--- config.mk ---
export PLATFORM = sky130hd
export DESIGN_NAME = reg_file_param
export DESIGN_NICKNAME = d
export VERILOG_FILES = /design/src/rtl/reg_file_param.sv
export SDC_FILE = /design/constraint.sdc
export NUM_CORES = 2
export LEC_CHECK = 0
export CORE_AREA = 2 2 351 353
export CTS_CLUSTER_DIAMETER = 40
export CTS_CLUSTER_SIZE = 25
export DETAILED_ROUTE_END_ITERATION = 10
export DIE_AREA = 0 0 353 355
export GPL_ROUTABILITY_DRIVEN = 0
export SKIP_LAST_GASP = 1
export SLEW_MARGIN = 10
export SYNTH_ARGS = -nofsm -noshare
export SYNTH_HDL_FRONTEND = slang
export SYNTH_SLANG_ARGS = --single-unit
--- constraint.sdc ---
create_clock -name clk -period 87.2 [get_ports clk]
set_clock_uncertainty 0.1 [all_clocks]
set_input_delay 8.72 -clock clk [delete_from_list [all_inputs] [get_ports clk]]
set_output_delay 8.72 -clock clk [all_outputs]
set_load 0.01 [all_outputs]
--- src/rtl/reg_file_param.sv ---
// reg_file_param: parameterised 2R/1W register file with write bypass, zero register,
// reset image and a multi-cycle clear sequencer.
module reg_file_param #(
  parameter int DATA_W    = 32,
  parameter int ADDR_W    = 5,
  parameter bit ZERO_REG  = 1,
  parameter bit BYPASS    = 1,
  parameter bit INIT_MODE = 1
) (
  input  logic              clk,
  input  logic              rst,
  input  logic              regWrite,
  input  logic [ADDR_W-1:0] writeReg,
  input  logic [DATA_W-1:0] writeData,
  input  logic [ADDR_W-1:0] readReg1,
  input  logic [ADDR_W-1:0] readReg2,
  output logic [DATA_W-1:0] readData1,
  output logic [DATA_W-1:0] readData2,
  input  logic              clear_req,
  output logic              busy,
  output logic              clear_done,
  output logic              wr_reject
);
  localparam int NUM_REGS = 2**ADDR_W;
  typedef enum logic {IDLE, CLEAR} state_t;
  state_t state, nextState;
  logic [DATA_W-1:0] regs [NUM_REGS];
  logic [ADDR_W-1:0] clearPtr;
  logic zeroHit, wrEn, rejectNow;
  assign zeroHit   = ZERO_REG && writeReg == '0;
  assign wrEn      = regWrite && state == IDLE && !zeroHit;
  assign rejectNow = regWrite && (state == CLEAR || zeroHit);
  assign busy      = state == CLEAR;
  // wrEn already excludes CLEAR and rejected writes, so it doubles as the bypass qualifier
  assign readData1 = (ZERO_REG && readReg1 == '0) ? '0 :
                     (BYPASS && wrEn && writeReg == readReg1) ? writeData : regs[readReg1];
  assign readData2 = (ZERO_REG && readReg2 == '0) ? '0 :
                     (BYPASS && wrEn && writeReg == readReg2) ? writeData : regs[readReg2];
  always_comb begin
    nextState = state;
    nextState = state == IDLE ? (clear_req ? CLEAR : IDLE) : (&clearPtr ? IDLE : CLEAR);
  end
  always_ff @(posedge clk or posedge rst) begin
    if (rst) begin
      state      <= IDLE;
      clearPtr   <= '0;
      clear_done <= 1'b0;
      wr_reject  <= 1'b0;
    end else begin
      state      <= nextState;
      clearPtr   <= busy ? clearPtr + 1'b1 : '0;
      clear_done <= busy && nextState == IDLE;
      wr_reject  <= rejectNow;
    end
  end
  always_ff @(posedge clk or posedge rst) begin
    if (rst) begin
      for (int i = 0; i < NUM_REGS; i++)
        regs[i] <= (INIT_MODE && !(ZERO_REG && i == 0)) ? DATA_W'(i) : '0;
    end else if (busy) begin
      regs[clearPtr] <= '0;
    end else if (wrEn) begin
      regs[writeReg] <= writeData;
    end
  end
endmodule

# Word level (Yosys, flattened, before mapping)
# Cells that the tools add are included.
# totals
output_inout_bits	67
in_bits	51
elab_cells	89
ff_bits	1032
# op_classes
reduce_logical	15
bitwise_logic	8
addsub	1
order_cmp	6
n_mux	21
eq_ne	2
# op_table
operator	n
two-way mux 1024 bit	2
AND 1024 bit	1
bitwise mux 1024 bit	1
inverter 1024 bit	1
binary-select mux 32 bit (select 5 bit)	2
demux 32 bit (select 5 bit)	2
two-way mux 32 bit	10
greater-or-equal comparator 6 bit (second input constant)	4
inverter 5 -> 6 bit	4
zero test 5 bit	3
less-than comparator 6 x 1 -> 1 bit (second input constant)	2
equality test 5 bit	2
logical AND 1 bit	8
adder 5 x 1 -> 5 bit (second input constant)	1
two-way mux 5 bit	1
AND reduction 5 bit	1
two-way mux 1 bit	3
inverter 1 bit	2
nonzero test 2 bit	1
zero test 1 bit	1
logical OR 1 bit	1

# Depth between registers and ports, before layout
# logic_depth
word_depth	8
depth_mapped	10
depth_no_buf	5

# Worst setup path after synthesis
# OpenSTA, ideal clock, no wires.
# synth_path
path_kind	input port to output port
from	input port readReg1[0]
to	output port readData1[14]
required_time_ns	78.380
t_arrival_ns	10.416
setup_slack_ns	67.964
cell_stages	7
path_cell_list	buf_4 -> buf_4 -> buf_2 -> mux4_2 -> o21ai_0 -> a21oi_1 -> a211o_1
# synth_via
elab_chain_len	6
word_cells_on_any_way	9
# synth_lines
element	line	rtl
from (decl)	15	input logic [ADDR_W-1:0] readReg1,
inverter 5 -> 6 bit (not written as such)	36	(BYPASS && wrEn && writeReg == readReg1) ? writeData : regs[readReg1];
binary-select mux 32 bit (select 5 bit)	36	
two-way mux 32 bit (not written as such) (2 in series)	36	
two-way mux 32 bit	36	
two-way mux 32 bit *	35	assign readData1 = (ZERO_REG && readReg1 == '0) ? '0 :
to (decl)	17	output logic [DATA_W-1:0] readData1,
# Every way passes the cells marked *; elsewhere a longest branch is shown, timed or not. The select of a mux whose other input is x is not followed.

# Worst setup path after layout
# layout_path
from	input port readReg2[0]
to	output port readData2[16]
# layout_via
elab_chain_len	6
word_cells_on_any_way	9
# layout_lines
element	line	rtl
from (decl)	16	input logic [ADDR_W-1:0] readReg2,
inverter 5 -> 6 bit (not written as such)	38	(BYPASS && wrEn && writeReg == readReg2) ? writeData : regs[readReg2];
binary-select mux 32 bit (select 5 bit)	38	
two-way mux 32 bit (not written as such) (2 in series)	38	
two-way mux 32 bit	38	
two-way mux 32 bit *	37	assign readData2 = (ZERO_REG && readReg2 == '0) ? '0 :
to (decl)	18	output logic [DATA_W-1:0] readData2,
# Marked as above.

==> impl_metrics.py <==
metrics = {
    "synthesis": {
        "synth_warnings": 0,
        "syn_avg_cell_area_um2": 13.4,
        "synth.distinct_cells": 69,
        "ys_seq_area_frac": 0.477,
        "syn_area_um2": 54400,
        "synth_top_flop_cell": "dfrtp_1",
        "ys_ff_latch": 1032,
        "synth_edf_count": 0,
        "synth_nets": 4108,
        "async_flop_share": 1.00,
        "synth_cells": 4052,
    },
    "critical_path": {
        "r2r_cells": 7,
        "reg2reg_slack_ns": 83.54,
        "cp_max_fo": 103,
        "cp-start-kind": "primary input",
        "worst_ep_arrival_time_ns": 13.72,
        "cp_data_required_time_ns": 78.38,
        "reg2reg_from": "busy",
        "crit_type": "primary input to output pin",
        "reg2reg_to": "regs[259]",
        "worstSetupEndpointType": "output pin",
    },
    "finish": {
        "finish.utilization": 0.514,
        "multi_input_area_um2": 26400,
        "drive_above_1_share": 0.245,
        "fill_cells": 10400,
        "syn2layout_area_growth_pct": 14.6,
        "nNetsFinal": 4017,
        "seq_area_um2": 25900,
    },
    "detailed_routing": {
        "drtIter0Drc": 6892,
        "viasPerCell": 7.74,
        "dr.pass1.iters": 8,
        "vias": 44300,
        "wirelength_um": 242000,
        "wl_per_cell_um": 42.3,
        "drc_errors": 0,
        "antenna_left": 0,
    },
    "floorplanning": {
        "num_rows": 128,
        "chipHeight_um": 355,
        "dieArea_um2": 125000,
        "die_w_um": 353,
        "ios": 118,
        "start_util": 0.448,
        "coreArea_um2": 121000,
    },
    "clocking": {
        "numCtsBuffers": 151,
        "clkLatencyLatePin_ns": 0.76,
        "root_buffer": "clkbuf_16",
        "h-tree-depth": 4,
        "clock_path_buffers": 3,
        "cts_sinks": 1032,
        "ctsResizeCount": 0,
        "clk_pin_slew_ns": 0.06,
        "post_cts_buffers": 0,
        "cts.hold.buffers_added": 0,
        "cts_tree": "yes",
    },
    "global_route": {
        "overflow": 0,
        "grt_max_degree": 160,
        "grt_util_all_layers": 0.383,
        "grt_first_pass_wirelength_um": 341000,
        "grt_antenna_before_repair": 12,
        "grt_pass1_vias": 43700,
    },
    "sta": {
        "worstMarginPinSlew_ns": 1.32,
        "grt_setup_unrepaired": "no",
        "post-route-period-util": 0.259,
        "setup_tns_ns": 0,
        "fmax_mhz": 44.4,
        "slew_violations": 0,
        "finalHoldViolCount": 0,
        "setup_viol": 0,
        "hold-worst-slack_ns": 0.388,
        "min_period_ns": 22.54,
        "setup_slack_ns": 64.66,
        "relSlewSlack": 0.119,
    },
    "power": {
        "power.density_nw_per_um2": 22.2,
        "p_leak_nw": 27.2,
        "p_total_w": 0.00138,
        "irDropWorstVdd_uv": 20.3,
    },
    "worst_hold_path": {
        "hold_start": "regs[1009]",
        "min_to": "regs[1009]",
        "whs_path_depth": 1,
        "min_path_type": "flop to flop",
    },
    "status": {
        "status": "completed",
    },
    "placement": {
        "portBuffers": 117,
        "dp_hpwl_um": 126000,
        "pre_cts_ws_ns": 64.64,
    },
    "run": {
        "maxCapViolations": 0,
    },
}
[cells by family after synthesis]
logic type	synth area share
xor+xnor	0.00193
flops	0.477
mux	0.216
simple gates	0.0341
compound gates	0.221
fa+ha+maj	0.00115
buf+inv	0.0495
[cells in the mapped netlist (8+ instances only)]
cell	number	share of area
buf_6	24	0.0050
or4_1	11	0.0015
mux2_2	16	0.0033
a221o_1	23	0.0042
buf_1	35	0.0024
a31oi_1	9	0.0010
dfrtp_1	952	0.44
a221oi_1	46	0.0074
dfstp_2	80	0.039
mux2i_1	216	0.040
and2_1	44	0.0051
mux4_1	31	0.015
clkbuf_1	335	0.023
o22ai_1	80	0.0092
nand2b_1	10	0.0011
a21oi_1	71	0.0065
nand3_1	30	0.0028
buf_8	14	0.0039
nand2_1	69	0.0048
nor2b_1	23	0.0026
buf_4	22	0.0030
a211oi_1	24	0.0033
o211ai_1	30	0.0041
a22o_1	999	0.16
o22a_1	23	0.0037
mux4_2	382	0.16
nand4_1	9	0.0010
nor3b_1	17	0.0023
buf_2	94	0.0086
nor2_1	66	0.0046
and3_1	9	0.0010
a211o_1	14	0.0023
inv_1	8	0.00055
nor3_1	26	0.0024
a22oi_1	32	0.0044
o21ai_0	67	0.0062
[how the worst max path moves through the flow]
stage	end	start	slack, ns
2_1_floorplan	busy	rst	49.47
3_3_place_gp	readData2[9]	readReg2[0]	64.64
3_5_place_dp	readData2[9]	readReg2[0]	64.64
4_1_cts	readData2[9]	readReg2[0]	64.63
5_1_grt	readData2[9]	readReg2[0]	64.42
6_report	readData2[16]	readReg2[0]	64.66
[registers in the layout, summed over array words and instances, names as in the netlist]
| name | flops |
|---|---|
| regs | 1024 |
| busy | 1 |
| clear_done | 1 |
| wr_reject | 1 |
| clearPtr | 5 |
[critical path, cell delays in order]
cell and delay [ns]:
buf_8 0.32, buf_4 0.67, buf_12 0.64, buf_4 0.77, mux4_2 0.38, nand2_1 0.05
and3_1 0.18, a221oi_1 0.95, clkdlybuf4s50_1 0.72
[layer usage]
metal | vias to the layer above | global-route usage | part of all wire
li1 | 16300 | - | -
met1 | 22900 | 0.491 | 0.36
met2 | 4023 | 0.543 | 0.42
met3 | 1035 | 0.134 | 0.14
met4 | 20 | 0.268 | 0.083
met5 | - | 0 | 0.00055
[metrics by stage]
stage	instances	instance area, um^2
2_1_floorplan	4052	54400
3_3_place_gp	5433	56900
3_5_place_dp	5433	56900
4_1_cts	5713	62300
5_1_grt	5714	62300
6_report	5721	62400
[layout make-up]
cell class,instances,area share
clock buffers,194,0.0670
multi-input cells,2476,0.423
well taps,1625,0.0326
diodes,8,0.000321
flip-flops and latches,1032,0.416
repair buffers,287,0.0407
inverters,13,0.000903
clock inverters,86,0.0195
[placed cells by master, fill, tap and decap left out, types with 17 or more instances in the layout]
cell             instances
a211oi_1                24
o21ai_0                 65
inv_6                   19
clkdlybuf4s50_1        107
mux4_1                  31
a21oi_1                 40
mux4_2                 382
a221o_1                 23
a22oi_1                 32
clkbuf_1                25
a21oi_4                 31
dfrtp_1                952
nor2_4                  30
buf_4                  165
clkbuf_16              156
dfstp_2                 80
o211ai_1                30
nand2_1                 68
and2_1                  44
nand3_1                 29
o22a_1                  23
a22o_1                 999
o22ai_1                 80
mux2i_1                216
a221oi_1                46
nor2_1                  42
bufinv_16               25
nor3_1                  26
clkinv_2                17
nor2b_1                 21
[report_power, final]
group	internal, W	leakage (nW)	switching, W
logic	0.0000659	10.5	0.000139
clock network	0.000415	2.61	0.000244
registers	0.000500	14.0	0.0000186
Note: power is estimated with default switching activity, not from simulation.
